===== config.mk =====
export PLATFORM = sky130hd
export DESIGN_NAME = hdmi_period_scheduler
export DESIGN_NICKNAME = d
export VERILOG_FILES = /design/src/rtl/hdmi_period_scheduler.sv
export SDC_FILE = /design/constraint.sdc
export NUM_CORES = 1
export LEC_CHECK = 0
export BUFFER_PORTS_ARGS = -buffer_cell sky130_fd_sc_hd__buf_2
export CORE_ASPECT_RATIO = 2
export CORE_MARGIN = 5
export CORE_UTILIZATION = 40
export DETAILED_ROUTE_END_ITERATION = 10
export SYNTH_ARGS = -nofsm -noshare
export SYNTH_HDL_FRONTEND = slang
export SYNTH_SLANG_ARGS = --single-unit

===== constraint.sdc =====
create_clock -name CLK_PIXEL -period 6.5 [get_ports CLK_PIXEL]
set_input_delay 0.65 -clock CLK_PIXEL [delete_from_list [all_inputs] [get_ports CLK_PIXEL]]
set_output_delay 0.65 -clock CLK_PIXEL [all_outputs]
set_load 0.02 [all_outputs]

===== src/rtl/hdmi_period_scheduler.sv =====
// HDMI period scheduler: pixel position counters, sync levels and the
// data-island FSM that interleaves packets into horizontal blanking.
module hdmi_period_scheduler #(
  parameter int FRAME_WIDTH   = 800,
  parameter int FRAME_HEIGHT  = 525,
  parameter int SCREEN_WIDTH  = 640,
  parameter int SCREEN_HEIGHT = 480,
  parameter int ISLAND_START  = 644,
  parameter int MAX_PACKETS   = 2
) (
  input  logic       CLK_PIXEL,
  input  logic       RESET,
  input  logic       packet_pending,
  output logic       packet_ack,
  output logic [2:0] mode,
  output logic [4:0] packet_cycle,
  output logic [9:0] cx,
  output logic [9:0] cy,
  output logic       hsync,
  output logic       vsync
);

  // states: IDLE control | PRE island preamble | LEAD/TRAIL guard bands | DATA packet payload
  // low three bits of each code are the mode shown while no video period applies
  localparam logic [3:0] S_IDLE  = 4'b0000;
  localparam logic [3:0] S_PRE   = 4'b0100;
  localparam logic [3:0] S_LEAD  = 4'b0101;
  localparam logic [3:0] S_DATA  = 4'b0110;
  localparam logic [3:0] S_TRAIL = 4'b1101;

  localparam int CW = $clog2(MAX_PACKETS + 1);

  localparam logic [9:0] CX_LAST   = 10'(FRAME_WIDTH - 1);
  localparam logic [9:0] CY_LAST   = 10'(FRAME_HEIGHT - 1);
  localparam logic [9:0] CX_SAMPLE = 10'(ISLAND_START - 1);
  localparam logic [9:0] SCR_W     = 10'(SCREEN_WIDTH);
  localparam logic [9:0] SCR_H     = 10'(SCREEN_HEIGHT);
  localparam logic [9:0] CY_PRE    = 10'(SCREEN_HEIGHT - 1);
  localparam logic [9:0] VPRE_LO   = 10'(FRAME_WIDTH - 10);
  localparam logic [9:0] VPRE_HI   = 10'(FRAME_WIDTH - 3);
  localparam logic [9:0] VGB_LO    = 10'(FRAME_WIDTH - 2);
  localparam logic [9:0] HS_LO     = 10'd656;
  localparam logic [9:0] HS_HI     = 10'd751;
  localparam logic [9:0] VS_LO     = 10'd490;
  localparam logic [9:0] VS_HI     = 10'd491;
  localparam logic [CW-1:0] PKT_MAX = CW'(MAX_PACKETS);

  logic [9:0]    r_cx;
  logic [9:0]    r_cy;
  logic [3:0]    r_state;
  logic [2:0]    r_tmr;
  logic [4:0]    r_pkt_cycle;
  logic [CW-1:0] r_pkt_cnt;
  logic          r_ack;
  logic [2:0]    r_mode;
  logic          r_hsync;
  logic          r_vsync;

  logic [9:0]    w_cx_nxt;
  logic [9:0]    w_cy_nxt;
  logic [3:0]    w_state_nxt;
  logic [2:0]    w_tmr_nxt;
  logic [4:0]    w_pc_nxt;
  logic [CW-1:0] w_cnt_nxt;
  logic          w_ack_nxt;
  logic [2:0]    w_mode_nxt;
  logic          w_vid_act;
  logic          w_pre_line;

  assign cx           = r_cx;
  assign cy           = r_cy;
  assign mode         = r_mode;
  assign packet_ack   = r_ack;
  assign packet_cycle = r_pkt_cycle;
  assign hsync        = r_hsync;
  assign vsync        = r_vsync;

  always_comb begin
    w_cx_nxt = r_cx + 10'd1;
    w_cy_nxt = r_cy;
    if (r_cx == CX_LAST) begin
      w_cx_nxt = '0;
      w_cy_nxt = (r_cy == CY_LAST) ? '0 : r_cy + 10'd1;
    end
  end

  always_comb begin
    w_state_nxt = r_state;
    w_tmr_nxt   = r_tmr;
    w_pc_nxt    = r_pkt_cycle;
    w_cnt_nxt   = r_pkt_cnt;
    case (r_state)
      S_IDLE: begin
        w_cnt_nxt = '0;
        w_pc_nxt  = '0;
        if (r_cx == CX_SAMPLE && packet_pending) begin
          w_state_nxt = S_PRE;
          w_tmr_nxt   = 3'd7;
        end
      end
      S_PRE: begin
        if (r_tmr == 3'd0) begin
          w_state_nxt = S_LEAD;
          w_tmr_nxt   = 3'd1;
        end else begin
          w_tmr_nxt = r_tmr - 3'd1;
        end
      end
      S_LEAD: begin
        if (r_tmr == 3'd0) begin
          w_state_nxt = S_DATA;
          w_pc_nxt    = '0;
          w_cnt_nxt   = r_pkt_cnt + CW'(1);
        end else begin
          w_tmr_nxt = r_tmr - 3'd1;
        end
      end
      S_DATA: begin
        if (r_pkt_cycle == 5'd31) begin
          w_pc_nxt = '0;
          if (packet_pending && r_pkt_cnt < PKT_MAX) begin
            w_cnt_nxt = r_pkt_cnt + CW'(1);
          end else begin
            w_state_nxt = S_TRAIL;
            w_tmr_nxt   = 3'd1;
          end
        end else begin
          w_pc_nxt = r_pkt_cycle + 5'd1;
        end
      end
      S_TRAIL: begin
        if (r_tmr == 3'd0) begin
          w_state_nxt = S_IDLE;
          w_cnt_nxt   = '0;
        end else begin
          w_tmr_nxt = r_tmr - 3'd1;
        end
      end
      default: begin
        w_state_nxt = S_IDLE;
        w_tmr_nxt   = '0;
        w_pc_nxt    = '0;
        w_cnt_nxt   = '0;
      end
    endcase
  end

  // outputs are computed for the next position so they line up with cx/cy
  always_comb begin
    w_vid_act  = (w_cx_nxt < SCR_W) && (w_cy_nxt < SCR_H);
    w_pre_line = (w_cy_nxt < CY_PRE) || (w_cy_nxt == CY_LAST);
    w_ack_nxt  = (w_state_nxt == S_DATA) && (w_pc_nxt == 5'd0);
    if (w_vid_act) begin
      w_mode_nxt = 3'd3;
    end else if (w_pre_line && w_cx_nxt >= VPRE_LO && w_cx_nxt <= VPRE_HI) begin
      w_mode_nxt = 3'd1;
    end else if (w_pre_line && w_cx_nxt >= VGB_LO) begin
      w_mode_nxt = 3'd2;
    end else begin
      w_mode_nxt = w_state_nxt[2:0];
    end
  end

  always_ff @(posedge CLK_PIXEL) begin
    if (RESET) begin
      r_cx        <= '0;
      r_cy        <= '0;
      r_state     <= S_IDLE;
      r_tmr       <= '0;
      r_pkt_cycle <= '0;
      r_pkt_cnt   <= '0;
      r_ack       <= 1'b0;
      r_mode      <= 3'd3;
      r_hsync     <= 1'b0;
      r_vsync     <= 1'b0;
    end else begin
      r_cx        <= w_cx_nxt;
      r_cy        <= w_cy_nxt;
      r_state     <= w_state_nxt;
      r_tmr       <= w_tmr_nxt;
      r_pkt_cycle <= w_pc_nxt;
      r_pkt_cnt   <= w_cnt_nxt;
      r_ack       <= w_ack_nxt;
      r_mode      <= w_mode_nxt;
      r_hsync     <= (w_cx_nxt >= HS_LO) && (w_cx_nxt <= HS_HI);
      r_vsync     <= (w_cy_nxt >= VS_LO) && (w_cy_nxt <= VS_HI);
    end
  end

endmodule


Word-level counts from Yosys, hierarchy flattened
Cells that the tools add are included.
{"block": "totals", "register_bits": 40}
{"block": "op_classes", "add_sub_neg": 5, "order_cmp": 11, "n_eq_ne": 17, "muxes": 26, "bitwise": 1, "n_reduce_logical": 20}
{"cell": "$eq 10x10->1 const B", "count": 4}
{"cell": "$ge 10x10->1 const B", "count": 3}
{"cell": "$mux 10", "count": 3}
{"cell": "$mux 4", "count": 6}
{"cell": "$add 10x1->10 const B", "count": 2}
{"cell": "$le 10x10->1 const B", "count": 2}
{"cell": "$lt 10x9->1 const B", "count": 2}
{"cell": "$pmux 4 s5", "count": 1}
{"cell": "$eq 4x3->1 const B", "count": 4}
{"cell": "$mux 3", "count": 5}
{"cell": "$pmux 5 s3", "count": 1}
{"cell": "$ne 2x2->1 const B", "count": 7}
{"cell": "$mux 2", "count": 6}
{"cell": "$pmux 3 s4", "count": 1}
{"cell": "$ge 10x9->1 const B", "count": 1}
{"cell": "$le 10x9->1 const B", "count": 1}
{"cell": "$lt 10x10->1 const B", "count": 1}
{"cell": "$mux 5", "count": 2}
{"cell": "$logic_and 1x1->1", "count": 9}
{"cell": "$pmux 2 s4", "count": 1}
{"cell": "$reduce_or 2->1", "count": 3}
{"cell": "$add 5x1->5 const B", "count": 1}
{"cell": "$eq 5x5->1 const B", "count": 1}
{"cell": "$logic_not 5->1", "count": 1}
{"cell": "12 further kinds", "count": 12}

Depth between registers and ports, before layout
{"block": "depth", "ltp_word": 8, "ltp_mapped": 10, "ltp_nobuf": 10}

Least setup slack after synthesis
Ideal clock, no wire load.
{"block": "synth_path", "kind": "reg-to-reg", "startpoint": "reg r_cx[0], in the netlist cx[0]", "endpoint": "reg r_mode[0], in the netlist mode[0]", "setup_ns": 0.127, "arrival_ns": 2.931, "required_time_ns": 6.373, "slack_ns": 3.442, "path_stages_with_launch": 11, "path_cell_list": "dfxtp_1 ha_1 nand4_1 or3_1 buf_2 or3_4 a211oi_2 a311o_2 o211ai_2 nor2b_1 or3b_1"}
{"block": "synth_between", "elab_chain_cells": 7, "word_cells_on_any_way": 22, "classes_between": "1 x add/sub; 6 x order compare; 3 x eq/ne; 5 x mux; 7 x reduce/logical"}
{"item": "from (decl)", "line_no": "48", "rtl": "logic [9:0] r_cx;"}
{"item": "from (signal assigned)", "line_no": "177", "rtl": "r_cx <= w_cx_nxt;"}
{"item": "branches (longest 7 deep; another with $add 10x1->10)"}
{"item": "to (signal assigned)", "line_no": "184", "rtl": "r_mode <= w_mode_nxt;"}
{"item": "to (decl)", "line_no": "55", "rtl": "logic [2:0] r_mode;"}
Several ways; the timed one is not identified.
A chain may end at the register's enable or synchronous reset.

Worst setup path after layout
Same ends and word-level chain as after synthesis.

==> results summary <==
The number of slew-limit violations in the final report was 0. The proportion of layout cells with a drive suffix above 1 is 0.167. The top achievable clock speed came out at around 300 MHz. The reported net switching power is roughly 0.11 mW. The portion of the post-synthesis area used by sequential elements came out at 0.339. The longest clock path from root to sink contains 2 buffers.

CTS placed an instance of clkbuf_16 at the clock tree root. Setup repair after global routing left no endpoint under its margin. The total wirelength of the detailed-routed design came out at 6490 µm. The count of inserted antenna diode cells is 0.

The core region is about 0.0058 mm². After clock tree synthesis, the clock-pin slew on the worst setup and hold paths is 0.06 ns. The port buffer count came out at 33. The synthesis warning total is 0.

The pin count of the biggest net entering global routing is 30. In this run, CTS created clock tree buffers numbering 5. The launch point of the worst path is cx[0]. The post-detailed-route via-to-cell ratio is roughly 5.8. Across the run, the number of max-cap violations was 0. The internal portion of total power is between 0.4 and 0.5 mW. The number of clock sinks seen by CTS came out at 40.

In this run the worst setup path terminates at mode[0]. Dividing the final minimum period by the clock period gives 0.510. For this run, the total global-route usage over all layers was measured as 0.179. The TritonCTS clock tree is yes.

The CTS H-tree depth is 2. The first global-routing pass estimated about 11000 µm of wire. Of the total power, the clock network draws 0.486. The worst hold path belongs to the class reg2reg. Counting flops with a built-in enable in the synthesized netlist gives 0. The initial antenna violation count is 0. The later pin in the worst-skew pair is clocked with a latency of approximately 0.29 ns. The number of placement rows is 39.

The pin slew with the least headroom to its limit came out at roughly 0.80 ns. The share of the core filled with cells came out at 0.472. The floorplan step defined a die boundary enclosing 0.00764 mm². The post-route clock skew came out at 0.00997 ns. After global routing the overflow that remains totals 0.

Ranked by instance count, the synthesized netlist is headed by nor2_1, dfxtp_1, a21oi_1, o21ai_0. The final total negative setup slack came out at 0 ns. The worst pin sits at a relative slew slack of 0.465. By area, the combinational part of the netlist is dominated by simple AND/OR/NAND/NOR gates. The average wire per standard cell came out at 16.1 µm. The remaining antenna violation count is 0. The synthesized-area fraction occupied by and/or/nand/nor cells is 0.325. The cell depth of the worst flop-to-flop path is 10. In this run the register-to-register setup slack is ~3.2 ns. The number of hold violations in the final report is 0. The launch instance of the worst register-to-register path is cx[0]. The number of global-route vias before repair came out at ~2300. The switching part of the total came out at 0.219. The critical path required time came out at 6.67 ns. Of all flip-flops after synthesis, the portion carrying an async set or reset was 0. The first-pass iteration count of the detailed router is 4.

Dividing total power by cell area gives a power density of about 190 mW/mm². The fraction of power consumed by sequential logic is 0.481. The number of design-rule violations left by the first detailed-router iteration is approximately 190. The count of cell types in the netlist is 53. The final weighted congestion in routability-driven placement came out at roughly 0.88.

The instance count of the mapped netlist is 312. The share of total power dissipated in combinational logic is 0.033. The endpoint identified for the worst register-to-register timing path is mode[0]. The y dimension of the die came out at 119 µm. The initial cell density of the core came out at 0.410. After synthesis, the share of cell area in mux cells is 0.00847. Along the worst path, the maximum fanout reaches 9. The leakage power summed over all cells is approximately 1.1 nW. Of the total synthesized cell area, the portion taken by XOR and XNOR cells is 0.0482. The area share of the largest cell type after synthesis is 0.339.

The cell area that synthesis handed to floorplanning was 0.00236 mm². The relative area change from synthesis to final layout is 15.0%. For the worst setup path, the data arrival time is approximately 3.5 ns. The synthesized area divided by synthesized cell count is around 7.6 µm². IR analysis of the VDD net gives a maximum drop of 0.000150 V. For this run, the post-layout net count is about 350. Among all cell types in the netlist, the one instantiated most often is nor2_1.

The number of remaining DRC errors came out at 0. The dominant cell type by area after synthesis is dfxtp_1. The critical path in this run is classified as reg2reg. The die width came out at approximately 64 µm. The number of placed I/O pins is 34. The number of vias in the routed layout came out at 2343. Synthesis inferred 40 register bits. The setup-violating endpoint count in the final report came out at 0. Counting every net in the synthesized netlist gives roughly 320. The compound-cell area share of the yosys netlist was 0.195. The count of hold-fix buffers inserted at cts came out at 0.

The run finished with clean final reports. Of the total synthesized cell area, the portion taken by full adders, half adders and majority gates is 0.0424. In the post-synthesis netlist, the biggest area contributors are dfxtp_1, nor2_1, a21oi_1.

The most used flip-flop cell after synthesis is dfxtp_1. The category of the worst setup path launch point is a register. Buffers added to address setup during post-CTS repair amount to 0. The number of gates given a new drive strength after cts came out at 0.

The total half-perimeter wirelength after legalization and detailed placement came out at 4910 µm. The shortest clock period the worst path allows after layout is about 3.3 ns. The worst setup path is captured at a register.
-- worst min-delay path by stage --
stage,depth (start not counted),to,start
after floorplan,2,r_pkt_cnt[1],r_pkt_cnt[1]
after global placement,2,r_pkt_cnt[1],r_pkt_cnt[1]
after detailed placement,2,r_tmr[2],r_tmr[2]
after CTS,2,r_tmr[2],r_tmr[2]
after global routing,2,r_tmr[2],r_tmr[2]
final,2,r_tmr[2],r_tmr[2]
-- worst max-delay path: stages, from the launching register on --
cell and delay (ns):
dfxtp_1 0.41, ha_1 0.31, nand4_1 0.28, nor3_1 0.57, buf_4 0.27, nand3_1 0.10, xor2_1 0.20, o311ai_1 0.33
o211ai_2 0.17, nor2b_1 0.16, or3b_1 0.39
-- kinds of logic (layout without fill, tap and decap cells) --
logic type,after synthesis,count (layout)
flops,40,40
simple gates,151,151
compound gates,72,72
mux,2,2
xor+xnor,13,13
fa+ha+maj,8,8
buf+inv,26,56
-- sequential cells by signal, summed over array words and instances (netlist names), 2 cells and up --
| name | cells |
|---|---|
| cy | 10 |
| packet_cycle | 5 |
| r_state | 4 |
| r_pkt_cnt | 2 |
| r_tmr | 3 |
| mode | 3 |
| cx | 10 |
-- stage by stage --
stage | hold slack [ns] | setup WS [ns] | instances | power, mW | area [µm²]
6_report | 0.489 | 3.19 | 403 | 0.519 | 2720
3_5_place_dp | 0.483 | 3.24 | 395 | 0.272 | 2560
4_1_cts | 0.492 | 3.21 | 403 | 0.528 | 2720
5_1_grt | 0.530 | 2.94 | 403 | 0.539 | 2720
2_1_floorplan | 0.452 | 3.44 | 312 | 0.266 | 2360
3_3_place_gp | 0.466 | 3.26 | 395 | 0.272 | 2560
-- power groups by stage --
stage / combinational (mW) / clock, mW / sequential (mW)
3_5_place_dp: 0.0175 / 0 / 0.255
3_3_place_gp: 0.0174 / 0 / 0.255
4_1_cts: 0.0176 / 0.261 / 0.249
2_1_floorplan: 0.0103 / 0 / 0.256
5_1_grt: 0.0192 / 0.270 / 0.250
6_report: 0.0173 / 0.252 / 0.249
-- layer usage --
metal / GRT usage / part of all wire / routed length [µm] / vias up
met5: 0 / 0 / 0 / -
met4: 0.111 / 0.041 / 266 / 0
met3: 0.0342 / 0.040 / 261 / 23
met2: 0.341 / 0.56 / 3630 / 68
met1: 0.168 / 0.36 / 2330 / 1089
li1: - / - / - / 1163
-- layout by cell type, fill, tap and decap left out, drive strengths merged, types with 3 or more instances in the layout --
cell / synthesis / routed
nand3: 19 / 19
o21ai: 22 / 22
a21oi: 22 / 22
nor2b: 8 / 8
or3: 7 / 7
inv: 14 / 14
a22oi: 4 / 4
a31o: 3 / 3
a31oi: 3 / 3
buf: 4 / 34
nor2: 51 / 51
xnor2: 7 / 7
clkbuf: 8 / 6
xor2: 6 / 6
nand2: 19 / 19
ha: 8 / 8
nor3: 14 / 14
nand2b: 6 / 6
nand4: 6 / 6
dfxtp: 40 / 40
nor4: 4 / 4
and2: 3 / 3
-- final cells by class --
cell class              instances  area, µm²
flip-flops and latches         40        801
repair buffers                 34        173
clock buffers                   6        139
fillers                       609       3040
multi-input cells             246       1460
clock inverters                 2       15.0
well taps                      61       76.3
inverters                      14       52.6
Note: power is estimated with default switching activity, not from simulation.
